--- src/rtl/uart_pkg.sv ---
// Shared UART definitions: transmitter state encoding, baud constants for
// synthesis (50 MHz / 9600) and simulation, frame geometry helper.
package uart_pkg;

    typedef enum logic [2:0] {
        IDLE,
        START,
        DATA,
        PARITY,
        STOP
    } tx_state_e;

    localparam int BAUD_END_SYN = 5207;
    localparam int BAUD_END_SIM = 56;
    localparam int DATA_BITS    = 8;
    localparam int BAUD_CNT_W   = 13;

    // Total sclk cycles from the first start-bit cycle to the last stop-bit cycle.
    function automatic int frame_cycles(input int baud_end, input int parity_en,
                                        input int stop_bits);
        return (1 + DATA_BITS + parity_en + stop_bits) * (baud_end + 1);
    endfunction

endpackage

--- src/rtl/uart_baud_tick.sv ---
// Bit-period counter shared by the UART transmitter and receiver.
//   sclk     : system clock
//   s_rst    : synchronous active-high reset
//   en       : count while high, held at 0 while low
//   bit_end  : last cycle of the current bit period
//   pre_end  : cycle before bit_end, for outputs that must be registered
//              yet coincide with bit_end
module uart_baud_tick
    import uart_pkg::*;
#(
    parameter int BAUD_END = BAUD_END_SYN
) (
    input  logic sclk,
    input  logic s_rst,
    input  logic en,
    output logic bit_end,
    output logic pre_end
);

    localparam logic [BAUD_CNT_W-1:0] END_VAL = BAUD_CNT_W'(BAUD_END);
    localparam logic [BAUD_CNT_W-1:0] PRE_VAL = BAUD_CNT_W'(BAUD_END - 1);

    logic [BAUD_CNT_W-1:0] baud_cnt;

    always_ff @(posedge sclk) begin
        if (s_rst || !en)
            baud_cnt <= '0;
        else if (baud_cnt == END_VAL)
            baud_cnt <= '0;
        else
            baud_cnt <= baud_cnt + 1'b1;
    end

    assign bit_end = en && (baud_cnt == END_VAL);
    assign pre_end = en && (baud_cnt == PRE_VAL);

endmodule

--- src/rtl/uart_tx.sv ---
// 8-bit UART transmitter, LSB first, optional even/odd parity, 1 or 2 stop
// bits, one-deep holding register so frames can run back to back.
//   sclk     : system clock
//   s_rst    : synchronous active-high reset (aborts any frame in flight)
//   tx_data  : byte to send, taken when tx_valid && tx_ready
//   tx_valid : tx_data valid
//   tx_ready : holding register empty
//   rs232_tx : serial line, registered, idle high
//   tx_busy  : a frame is on the line
//   tx_done  : one-cycle pulse on the last cycle of the final stop bit
module uart_tx
    import uart_pkg::*;
#(
    parameter int BAUD_END   = BAUD_END_SYN,
    parameter int PARITY_EN  = 0,
    parameter int PARITY_ODD = 0,
    parameter int STOP_BITS  = 1
) (
    input  logic       sclk,
    input  logic       s_rst,
    input  logic [7:0] tx_data,
    input  logic       tx_valid,
    output logic       tx_ready,
    output logic       rs232_tx,
    output logic       tx_busy,
    output logic       tx_done
);

    localparam logic [2:0] LAST_DATA = 3'(DATA_BITS - 1);
    localparam logic [2:0] LAST_STOP = 3'(STOP_BITS - 1);

    tx_state_e            state, state_nxt;
    logic [DATA_BITS-1:0] hold, shift, shift_nxt;
    logic                 hold_valid;
    logic [2:0]           bit_cnt, bit_cnt_nxt;
    logic                 load;
    logic                 line_nxt;
    logic                 bit_end, pre_end;

    uart_baud_tick #(.BAUD_END(BAUD_END)) u_baud (
        .sclk    (sclk),
        .s_rst   (s_rst),
        .en      (state != IDLE),
        .bit_end (bit_end),
        .pre_end (pre_end)
    );

    assign tx_ready = ~hold_valid;

    // Holding register. Unload (load) and accept never coincide: load
    // needs hold_valid, which forces tx_ready low.
    always_ff @(posedge sclk) begin
        if (s_rst) begin
            hold       <= '0;
            hold_valid <= 1'b0;
        end else if (load) begin
            hold_valid <= 1'b0;
        end else if (tx_valid && tx_ready) begin
            hold       <= tx_data;
            hold_valid <= 1'b1;
        end
    end

    always_comb begin
        state_nxt   = state;
        bit_cnt_nxt = bit_cnt;
        load        = 1'b0;
        case (state)
            IDLE: begin
                if (hold_valid) begin
                    state_nxt = START;
                    load      = 1'b1;
                end
            end
            START: begin
                if (bit_end) begin
                    state_nxt   = DATA;
                    bit_cnt_nxt = '0;
                end
            end
            DATA: begin
                if (bit_end) begin
                    if (bit_cnt == LAST_DATA) begin
                        bit_cnt_nxt = '0;
                        state_nxt   = (PARITY_EN != 0) ? PARITY : STOP;
                    end else begin
                        bit_cnt_nxt = bit_cnt + 3'd1;
                    end
                end
            end
            PARITY: begin
                if (bit_end) begin
                    state_nxt   = STOP;
                    bit_cnt_nxt = '0;
                end
            end
            STOP: begin
                if (bit_end) begin
                    if (bit_cnt == LAST_STOP) begin
                        bit_cnt_nxt = '0;
                        // Refilled in time: chain straight into the next start bit.
                        if (hold_valid) begin
                            state_nxt = START;
                            load      = 1'b1;
                        end else begin
                            state_nxt = IDLE;
                        end
                    end else begin
                        bit_cnt_nxt = bit_cnt + 3'd1;
                    end
                end
            end
            default: state_nxt = IDLE;
        endcase

        shift_nxt = load ? hold : shift;

        // Line level is decoded from the next state so rs232_tx itself is a flop.
        case (state_nxt)
            START:   line_nxt = 1'b0;
            DATA:    line_nxt = shift_nxt[bit_cnt_nxt];
            PARITY:  line_nxt = (^shift_nxt) ^ PARITY_ODD[0];
            default: line_nxt = 1'b1;
        endcase
    end

    always_ff @(posedge sclk) begin
        if (s_rst) begin
            state    <= IDLE;
            shift    <= '0;
            bit_cnt  <= '0;
            rs232_tx <= 1'b1;
            tx_busy  <= 1'b0;
            tx_done  <= 1'b0;
        end else begin
            state    <= state_nxt;
            shift    <= shift_nxt;
            bit_cnt  <= bit_cnt_nxt;
            rs232_tx <= line_nxt;
            tx_busy  <= (state_nxt != IDLE);
            // Set one cycle early so the registered pulse lands on bit_end.
            tx_done  <= (state == STOP) && (bit_cnt == LAST_STOP) && pre_end;
        end
    end

endmodule
--- config.mk ---
export PLATFORM = sky130hd
export DESIGN_NAME = uart_tx
export DESIGN_NICKNAME = d
export VERILOG_FILES = /design/src/rtl/uart_pkg.sv /design/src/rtl/uart_baud_tick.sv /design/src/rtl/uart_tx.sv
export SDC_FILE = /design/constraint.sdc
export NUM_CORES = 1
export LEC_CHECK = 0
export CAP_MARGIN = 20
export CORE_MARGIN = 2
export CORE_UTILIZATION = 59
export CTS_BUF_LIST = sky130_fd_sc_hd__clkbuf_4 sky130_fd_sc_hd__clkbuf_8
export DETAILED_ROUTE_END_ITERATION = 10
export GPL_ROUTABILITY_DRIVEN = 0
export GPL_TIMING_DRIVEN = 0
export PLACE_DENSITY = 0.79
export SETUP_SLACK_MARGIN = 0.02
export SLEW_MARGIN = 0
export SYNTH_ARGS = -nofsm -noshare
export SYNTH_HDL_FRONTEND = slang
export SYNTH_SLANG_ARGS = --single-unit
--- constraint.sdc ---
create_clock -name sclk -period 2.6 [get_ports sclk]
set_input_delay 0.65 -clock sclk [delete_from_list [all_inputs] [get_ports sclk]]
set_output_delay 0.65 -clock sclk [all_outputs]
set_load 0.1 [all_outputs]
Word-level counts from Yosys, hierarchy flattened. Index checks and enable logic that the tools add are counted.

Word-level logic and storage cells: 63. Register bits after elaboration: 39. Bits of input ports: 11. Output and inout bits: 4.

$add $sub $neg: 2. Bitwise logic cells: 2. Magnitude comparators: 1. Equal/unequal tests: 10. Reduce and logical (&&, ||, !) cells: 16. Muxes and demuxes: 23.

Operators by type and width (number): 3-bit 2-to-1 mux (12); 13-bit equality test (second input constant) (2); 3-bit case mux with 5 select lines (1); 13-bit by 1-bit adder with 13-bit output (second input constant) (1); 3-bit by 2-bit equality test with 1-bit output (second input constant) (4); 3-bit case mux with 3 select lines (1); 8-bit 2-to-1 mux (1); 8-bit parity (1); 3-bit by 1-bit equality test with 1-bit output (second input constant) (2); 3-bit equality test (second input constant) (2); 3-bit zero test (2); 3-bit nonzero test (2); 2-bit OR reduction (3); 1-bit logical AND (5); 1-bit 2-to-1 mux (5); 3-bit by 4-bit less-than comparator with 1-bit output (second input constant) (1); 3-bit by 1-bit adder with 3-bit output (second input constant) (1); 1-bit binary-select mux with 3-bit select (1); 1-bit case mux with 3 select lines (1); 1-bit NOT (2); 1-bit case mux with 2 select lines (1); 2-bit AND reduction (1); 1-bit zero test (1); 1-bit logical OR (1).

Logic depth before layout (Yosys ltp). Gate-level depths: netlist (run 1).

Word-level depth: 8. Mapped depth: 11. Mapped depth without buffers: 10.

Hierarchy. A second synthesis (run 1) with hierarchy kept.

Cells, all modules: 221. Area total of the unflattened synthesis: 2026.9 um^2.

Modules (own cells, without submodules): uart_tx (sequential area each 520.5 um^2, cells each 150, area an instance 1395.1 um^2, instances 1); uart_baud_tick (sequential area each 260.2 um^2, cells each 71, area an instance 631.9 um^2, instances 1).

Least setup slack after synthesis (run 1). OpenSTA, ideal clock, no wires.

Path type: register to register. Start: reg hold_valid. End: reg rs232_tx. Period minus slack after synthesis: 2505 ps. Arrival time: 2374 ps. Setup time: 131 ps. Buffers on the path: 1. Stages on the path, launching flop included: 10. Setup slack: 95 ps. Required time: 2469 ps. Path through: dfxtp_1 inv_1 nor3_1 a21boi_2 buf_6 mux2i_1 mux2_4 o311ai_2 nor4bb_1 a211oi_2.

Cells in the longest elaborated chain, start to end: 8. Elaborated cells between the ends (all ways): 17. Those cells by class: eq/ne (3); mux (13); reduce/logical (1).

RTL lines: from (decl) (RTL line uart_tx.sv:34) `logic hold_valid;`; from (signal assigned) (RTL line uart_tx.sv:55) `hold_valid <= 1'b0;`; from (signal assigned) (RTL line uart_tx.sv:57) `hold_valid <= 1'b0;`; from (signal assigned) (RTL line uart_tx.sv:60) `hold_valid <= 1'b1;`; 1-bit 2-to-1 mux (RTL line uart_tx.sv:70, uart_tx.sv:102); 1-bit 2-to-1 mux (RTL line uart_tx.sv:99) `if (bit_cnt == LAST_STOP) begin`; 1-bit 2-to-1 mux (RTL line uart_tx.sv:98) `if (bit_end) begin`; 1-bit case mux with 2 select lines (RTL line uart_tx.sv:68) `case (state)`; 8-bit 2-to-1 mux (RTL line uart_tx.sv:116) `shift_nxt = load ? hold : shift;`; 1-bit binary-select mux with 3-bit select (RTL line uart_tx.sv:121) `DATA: line_nxt = shift_nxt[bit_cnt_nxt];`; 1-bit 2-to-1 mux (implied by the code) (RTL line uart_tx.sv:121); 1-bit case mux with 3 select lines * (RTL line uart_tx.sv:119) `case (state_nxt)`; to (signal assigned) (RTL line uart_tx.sv:139) `rs232_tx <= line_nxt;`; to (decl) (RTL line uart_tx.sv:24) `output logic rs232_tx,`.

Mark *: on every way between the ends. The rest lies on a longest branch, timed or not. The select of a mux whose other input is x is not followed. A chain may end at the register's enable or synchronous reset.

Worst setup path in the final report (run 1).
Start: reg u_baud.baud_cnt[0]. End: reg rs232_tx.

Cells in the longest elaborated chain, start to end: 8. Elaborated cells between the ends (all ways): 21. Those cells by class: eq/ne (4); mux (15); reduce/logical (2).

RTL lines: from (decl) (RTL line uart_baud_tick.sv:23) `logic [BAUD_CNT_W-1:0] baud_cnt;`; from (signal assigned) (RTL line uart_baud_tick.sv:31) `baud_cnt <= baud_cnt + 1'b1;`; 13-bit equality test * (RTL line uart_baud_tick.sv:34) `assign bit_end = en && (baud_cnt == END_VAL);`; 1-bit logical AND * (RTL line uart_baud_tick.sv:34); 1-bit 2-to-1 mux (RTL line uart_tx.sv:98); 1-bit case mux with 2 select lines (RTL line uart_tx.sv:68); 8-bit 2-to-1 mux (RTL line uart_tx.sv:116); 1-bit binary-select mux with 3-bit select (RTL line uart_tx.sv:121); 1-bit 2-to-1 mux (implied by the code) (RTL line uart_tx.sv:121); 1-bit case mux with 3 select lines * (RTL line uart_tx.sv:119).

Marks and branches as above.

==> impl_metrics.env, run 1 <==
export IMPL_critPathMaxFanout=10
export IMPL_slew_viol_final=0
export IMPL_routed_via_count=1510
export IMPL_grt_use_total_pct=23.3
export IMPL_startpoint_type="flip-flop"
export IMPL_drt_iter0_drc=140
export IMPL_postCtsHoldBufs=0
export IMPL_antenna_left=0
export IMPL_rsz0062_at_grt="yes"
export IMPL_tns_ns=0
export IMPL_drc=0
export IMPL_vias_per_cell=5.53
export IMPL_yosysUniqueCellTypes=47
export IMPL_fin_crit_ns=2.51
export IMPL_netlist_area_leader_share_pct=40.5
export IMPL_cts_buffers=5
export IMPL_max_cap_viol_count=0
export IMPL_port_buffers=13
export IMPL_syn_nets=223
export IMPL_layout_setup_ws_ns=0.0942
export IMPL_endpoint_kind="flip-flop"
export IMPL_die_h_um=61.2
export IMPL_cts_tree="built"
export IMPL_n_antenna_cell=0
export IMPL_clk_pin_slew_ns=0.12
export IMPL_drive_gt1_share_pct=13.1
export IMPL_grt_overflow=0
export IMPL_initial_core_util_pct=62.7
export IMPL_cp_required_ns=2.82
export IMPL_routedWlPerCell_um=13.9
export IMPL_slew_headroom_pct=34.8
export IMPL_grt_max_degree=12
export IMPL_root_buffer="clkbuf_4"
export IMPL_fin_nets=244
export IMPL_cts_buffer_depth=2
export IMPL_synth_seq_cells=39
export IMPL_cts_sinks=39
export IMPL_drtPass1Iterations=6
export IMPL_synthCells=207
export IMPL_leakagePower_nw=0.839
export IMPL_yosysWarnings=0
export IMPL_h_tree_depth=2
export IMPL_post_route_period_util_pct=96.4
export IMPL_cp_arrival_ns=2.73
export IMPL_io_pins=15
export IMPL_skew_ns=0.0183
export IMPL_synth_main_ff_cell="dfxtp_1"
export IMPL_reg2reg_setup_slack_ns=0.09
export IMPL_synth_edf_count=0
export IMPL_yosysSeqAreaShare_pct=40.5
export IMPL_setup_viol=0
export IMPL_max_freq_ghz=0.399
export IMPL_yosys_area_top_type="dfxtp_1"
export IMPL_rows=20
export IMPL_worst_pin_slew_ns=0.975
export IMPL_grt_pass1_vias=1438
export IMPL_powerDensity_nw_per_um2=516
export IMPL_placeableCoreArea_um2=3080
export IMPL_min_path_type="flip-flop to flip-flop"
export IMPL_die_x_um=61.2
export IMPL_path_class="flip-flop to flip-flop"
export IMPL_yosysMostFrequentCell="nor2_1"
export IMPL_grt_first_pass_wirelength_mm=6.41
export IMPL_syn_area_per_cell_um2=9.32
export IMPL_dp_final_hpwl_mm=2.90
export IMPL_yosys_top_cells_count="nor2_1, dfxtp_1, mux2i_1"
export IMPL_ir_worst_vdd_mv=0.416
export IMPL_wirelength_mm=3.78
export IMPL_area_growth_pct=14.1
export IMPL_dp_slack_ns=0.0147
export IMPL_insertion_delay_ns=0.36
export IMPL_die_area_um2=3740
export IMPL_postSynth_asyncResetShare_pct=0
export IMPL_synth_area_leaders="dfxtp_1, mux2i_1, nor2_1"
export IMPL_status="finished clean"
export IMPL_antenna_found_initial=0
export IMPL_hold_viol=0
export IMPL_synth_area_um2=1930
cell usage in the layout, fill, tap and decap left out, types with 2 or more instances in the layout:
| master | netlist | routed |
|---|---|---|
| clkdlybuf4s50_1 | 0 | 12 |
| nor2b_1 | 3 | 3 |
| xnor2_1 | 11 | 11 |
| clkbuf_1 | 4 | 4 |
| nand3_1 | 5 | 5 |
| mux2i_2 | 2 | 4 |
| o21ai_0 | 2 | 2 |
| nor2_1 | 42 | 42 |
| nand3b_1 | 3 | 3 |
| mux2i_1 | 17 | 14 |
| o22ai_1 | 2 | 2 |
| nand2b_1 | 2 | 2 |
| and3_1 | 3 | 3 |
| nor3_1 | 6 | 6 |
| a21oi_1 | 6 | 6 |
| and4bb_4 | 2 | 2 |
| buf_6 | 2 | 2 |
| dfxtp_1 | 39 | 39 |
| inv_1 | 8 | 8 |
| nand4_1 | 4 | 4 |
| or3_1 | 2 | 2 |
| ha_1 | 5 | 5 |
| clkbuf_4 | 0 | 7 |
| nand2_1 | 5 | 5 |
| xor2_1 | 8 | 8 |
sequential cells by signal, summed over array words and instances, names as in the netlist:
| name | count |
|---|---|
| tx_done | 1 |
| u_baud.baud_cnt | 13 |
| state | 3 |
| shift | 8 |
| hold_valid | 1 |
| hold | 8 |
| rs232_tx | 1 |
| bit_cnt | 3 |
| tx_busy | 1 |
report_power, final:
group	leakage (nW)	internal [mW]	switching (mW)
combinational	0.486	0.0762	0.114
sequential	0.317	0.618	0.0128
clock	0.0361	0.126	0.190
layer usage:
metal | up-vias | part of all wire [%] | GRT usage [%]
met3 | 13 | 5.2 | 5.04
met2 | 50 | 49 | 38.9
met1 | 698 | 44 | 29.6
met5 | - | 0 | 0
li1 | 749 | - | -
met4 | 0 | 2.1 | 8.70
kinds of logic (layout without fill, tap and decap cells):
group / count (synthesis) / in the layout / share of synthesized area, %
and+or+nand+nor: 88 / 88 / 24.4
DFF: 39 / 39 / 40.5
muxes: 21 / 21 / 11.6
xor gates and xnor gates: 19 / 19 / 8.63
AOI/OAI and AO/OA: 18 / 18 / 7.46
buffers and inverters: 17 / 39 / 4.15
adders and majority gates: 5 / 5 / 3.24
worst paths after layout:
kind	startpoint	to	depth (start not counted)
hold reg to reg	u_baud.baud_cnt[0]	u_baud.baud_cnt[0]	1
hold / removal	u_baud.baud_cnt[0]	u_baud.baud_cnt[0]	1
setup reg to reg	u_baud.baud_cnt[0]	rs232_tx	10
setup / recovery	u_baud.baud_cnt[0]	rs232_tx	10
timing repair:
action	CTS	global route
gates resized for setup	1	4
endpoints found under the setup margin	1	2
pin swaps	0	2
buffers inserted	0	1
worst max-delay path, stage by stage, from the launching register on:
cell and delay (ns):
dfxtp_1 0.41, ha_1 0.24, and4b_1 0.24, nand4_2 0.12, a21boi_2 0.18, buf_6 0.20, mux2i_1 0.33, mux2_2 0.22
nor3_1 0.04, nor4bb_1 0.35, a211oi_2 0.06
area by class of cell:
cell class / count / area, um2
Multi-Input combinational cell: 151 / 1090
Fill cell: 243 / 876
Sequential cell: 39 / 781
Timing Repair Buffer: 14 / 140
Tap cell: 44 / 55.1
Clock buffer: 7 / 52.6
Buffer: 8 / 46.3
Inverter: 9 / 33.8
Clock inverter: 1 / 5.00
metrics by stage:
stage / cells / hold WS, ns / util (%) / instance area [um2] / total power, mW
finish: 273 / 0.492 / 71.5 / 2200 / 1.14
global route: 273 / 0.509 / 71.5 / 2200 / 1.18
CTS: 272 / 0.493 / 70.7 / 2180 / 1.14
detailed placement: 264 / 0.467 / 68.7 / 2110 / 0.828
global placement: 264 / 0.440 / 68.7 / 2110 / 0.822
floorplan: 207 / 0.430 / - / 1930 / 0.782
Note: power is estimated with default switching activity, not from simulation.
==> run 2, diff against run 1 <==
--- a/config.mk
+++ b/config.mk
@@ -5,6 +5,7 @@
 export SDC_FILE = /design/constraint.sdc
 export NUM_CORES = 1
 export LEC_CHECK = 0
+export ABC_AREA = 1
 export CAP_MARGIN = 20
 export CORE_MARGIN = 2
 export CORE_UTILIZATION = 59
@@ -12,7 +13,7 @@
 export DETAILED_ROUTE_END_ITERATION = 10
 export GPL_ROUTABILITY_DRIVEN = 0
 export GPL_TIMING_DRIVEN = 0
-export PLACE_DENSITY = 0.79
+export PLACE_DENSITY = 0.8
 export SETUP_SLACK_MARGIN = 0.02
 export SLEW_MARGIN = 0
 export SYNTH_ARGS = -nofsm -noshare
==> impl_metrics.env, run 2 <==
export IMPL_status="finished clean"
export IMPL_setup_viol=0
export IMPL_wirelength_mm=4.44
export IMPL_met3WireLength_um=203
export IMPL_max_flop_register="u_baud.baud_cnt"
export IMPL_io_pins=15
export IMPL_synth_area_leaders="dfxtp_1, nand2_1, nand3_1"
export IMPL_routedWlPerCell_um=10.9
export IMPL_h_tree_depth=2
export IMPL_rows=22
export IMPL_worst_r2r_cell_count=17
export IMPL_largest_register_ffs=13
export IMPL_dp_final_hpwl_mm=3.34
export IMPL_insertion_delay_ns=0.30
export IMPL_powerDensity_nw_per_um2=594
export IMPL_cts_buffer_depth=2
export IMPL_wl_met2_mm=1.97
export IMPL_netlist_area_leader_share_pct=34.9
export IMPL_yosysUniqueCellTypes=31
export IMPL_final_cell_mix="nand2_1, inv_1, dfxtp_1"
export IMPL_endpoint_kind="output port"
export IMPL_antenna_left=0
export IMPL_startpoint_type="flip-flop"
export IMPL_hp_start="u_baud.baud_cnt[0]"
export IMPL_drive_gt1_share_pct=12.2
export IMPL_min_delay_worst_endpoint="u_baud.baud_cnt[0]"
export IMPL_synth_main_ff_cell="dfxtp_1"
export IMPL_cts_tree="built"
export IMPL_power_switching_mw=0.458
export IMPL_rsz0062_at_grt="no"
export IMPL_pwr_share_seq_pct=43.0
export IMPL_path_cells="clkdlybuf4s50_1"
export IMPL_leakagePower_nw=1.12
export IMPL_synth_area_um2=2240
export IMPL_syn_area_per_cell_um2=6.60
export IMPL_fillers=312
export IMPL_post_route_period_util_pct=91.9
export IMPL_routed_via_count=2036
export IMPL_highest_layer="met4"
export IMPL_initial_core_util_pct=61.1
export IMPL_cts_setup_buffers=0
export IMPL_synth_edf_count=0
export IMPL_min_path_type="flip-flop to flip-flop"
export IMPL_wl_met1_mm=2.18
export IMPL_drt_iter0_drc=134
export IMPL_vias_per_cell=4.99
export IMPL_critPathMaxFanout=1
export IMPL_die_x_um=65.6
export IMPL_clkPwrFrac_pct=35.5
export IMPL_power_frac_comb_pct=21.5
export IMPL_r2r_end="rs232_tx"
export IMPL_grt_max_degree=13
export IMPL_yosys_area_top_type="dfxtp_1"
export IMPL_cts_sinks=39
export IMPL_slew_viol_final=0
export IMPL_postSynth_asyncResetShare_pct=0
export IMPL_placeableCoreArea_um2=3660
export IMPL_yosysMostFrequentCell="nand2_1"
export IMPL_synthCells=339
export IMPL_path_buf_inv=1
export IMPL_die_area_um2=4300
export IMPL_cts_buffers=5
export IMPL_port_buffers=13
export IMPL_cp_arrival_ns=1.74
export IMPL_top_regs="u_baud.baud_cnt x13, hold x8, shift x8"
export IMPL_yosysSeqAreaShare_pct=34.9
export IMPL_p_sw_share_pct=30.4
export IMPL_syn_nets=355
export IMPL_drtPass1Iterations=4
export IMPL_synth_seq_cells=39
export IMPL_clk_pin_slew_ns=0.08
export IMPL_power_internal_mw=1.05
export IMPL_slew_headroom_pct=35.8
export IMPL_r2r_start="bit_cnt[0]"
export IMPL_skew_ns=0.00874
export IMPL_mostFrequentLayoutCell="nand2_1"
export IMPL_reg2reg_setup_slack_ns=0.50
export IMPL_cpLargestDelayFamily="buffers and inverters"
export IMPL_antenna_found_initial=0
export IMPL_yosys_top_cells_count="nand2_1, inv_1, dfxtp_1"
export IMPL_hold_ws_ns=0.465
export IMPL_n_antenna_cell=0
export IMPL_grt_first_pass_wirelength_mm=7.95
export IMPL_drc=0
export IMPL_fin_nets=375
export IMPL_root_buffer="clkbuf_8"
export IMPL_area_growth_pct=13.7
export IMPL_ir_worst_vdd_mv=0.392
export IMPL_die_h_um=65.6
export IMPL_cp_required_ns=1.95
export IMPL_max_cap_viol_count=0
export IMPL_worst_path_largest_cell_delay_ns=1.12
export IMPL_slowest_stage="clkdlybuf4s50_1"
export IMPL_grt_use_total_pct=23.9
export IMPL_fin_crit_ns=2.39
export IMPL_yosysWarnings=0
export IMPL_grt_overflow=0
export IMPL_worst_pin_slew_ns=0.960
export IMPL_path_class="flip-flop to output port"
export IMPL_hold_viol=0
export IMPL_grt_pass1_vias=1936
export IMPL_max_freq_ghz=0.418
export IMPL_worst_hold_path_num_cells=1
export IMPL_tns_ns=0
==> run 2: cell types whose count changed after synthesis, sizes merged, moves of 4 or more <==
cell	delta
a21oi	+12
and3	-4
o21ai	+9
nand2	+103
xor2	-8
xnor2	-11
nand3	+32
mux2i	-19
inv	+41
nor3b	+5
==> run 2: layout make-up <==
class                           instances  area, um2  share of cell area (%)
Sequential cell                        39        781                    30.7
Clock buffer                            6       82.6                    3.25
Multi-Input combinational cell        243       1210                    47.8
Tap cell                               48       60.1                    2.36
Timing Repair Buffer                   13        129                    5.07
Buffer                                  7       51.3                    2.02
Clock inverter                          2       35.0                    1.38
Inverter                               50        189                    7.43
==> run 2: power by group through the flow <==
| stage | Sequential (mW) | Combinational (mW) | Clock [mW] |
|---|---|---|---|
| after CTS | 0.648 | 0.323 | 0.543 |
| after global routing | 0.654 | 0.367 | 0.567 |
| after global placement | 0.662 | 0.315 | 0 |
| after detailed placement | 0.663 | 0.321 | 0 |
| after floorplan | 0.685 | 0.229 | 0 |
| final | 0.649 | 0.325 | 0.536 |
==> run 2: cells by family after synthesis <==
family          after synthesis  share of synthesized area [%]
fa+ha+maj                     5                           2.80
buf+inv                      57                           10.7
compound gates               36                           8.56
simple gates                202                           43.0
flops                        39                           34.9
==> run 2: worst reg2reg max path, cell delays in order (launching register included) <==
cell	delay, ns
dfxtp_1	0.36
inv_1	0.07
ha_1	0.16
inv_1	0.04
nor2_1	0.12
nand3_1	0.14
nor2_1	0.15
nand3_2	0.14
nand2_2	0.15
nand2_1	0.08
nand2_1	0.10
nand2_1	0.06
nand2_1	0.08
nand2_1	0.05
nand2_1	0.06
nand2_1	0.05
nand3_1	0.08
nand3_1	0.09
==> run 2: how the worst max path moves through the flow <==
stage                from        to  cells after the start
2_1_floorplan  hold_valid  rs232_tx                     13
3_3_place_gp   hold_valid  tx_ready                      2
3_5_place_dp   hold_valid  tx_ready                      2
4_1_cts           tx_busy   tx_busy                      1
5_1_grt           tx_busy   tx_busy                      1
6_report          tx_busy   tx_busy                      1
==> run 2: through the flow <==
stage / area, um2 / setup WS, ns / cells / utilization (%) / total power, mW
after detailed placement: 2430 / 0.272 / 400 / 66.3 / 0.984
after global routing: 2540 / 0.161 / 408 / 69.4 / 1.59
after CTS: 2540 / 0.205 / 408 / 69.4 / 1.51
after global placement: 2430 / 0.267 / 400 / 66.3 / 0.976
after floorplan: 2240 / 0.616 / 339 / - / 0.915
final: 2540 / 0.211 / 408 / 69.4 / 1.51
==> run 2: layer usage <==
layer	track usage (%)	vias up
met5	0	-
met4	11.5	0
met3	5.82	7
met2	37.5	39
li1	-	1106
met1	30.7	884
==> run 2: timing repair <==
action                                  CTS  global route
endpoints found under the setup margin    1             0
resized for setup                         1             0
hold buffers                              0             0
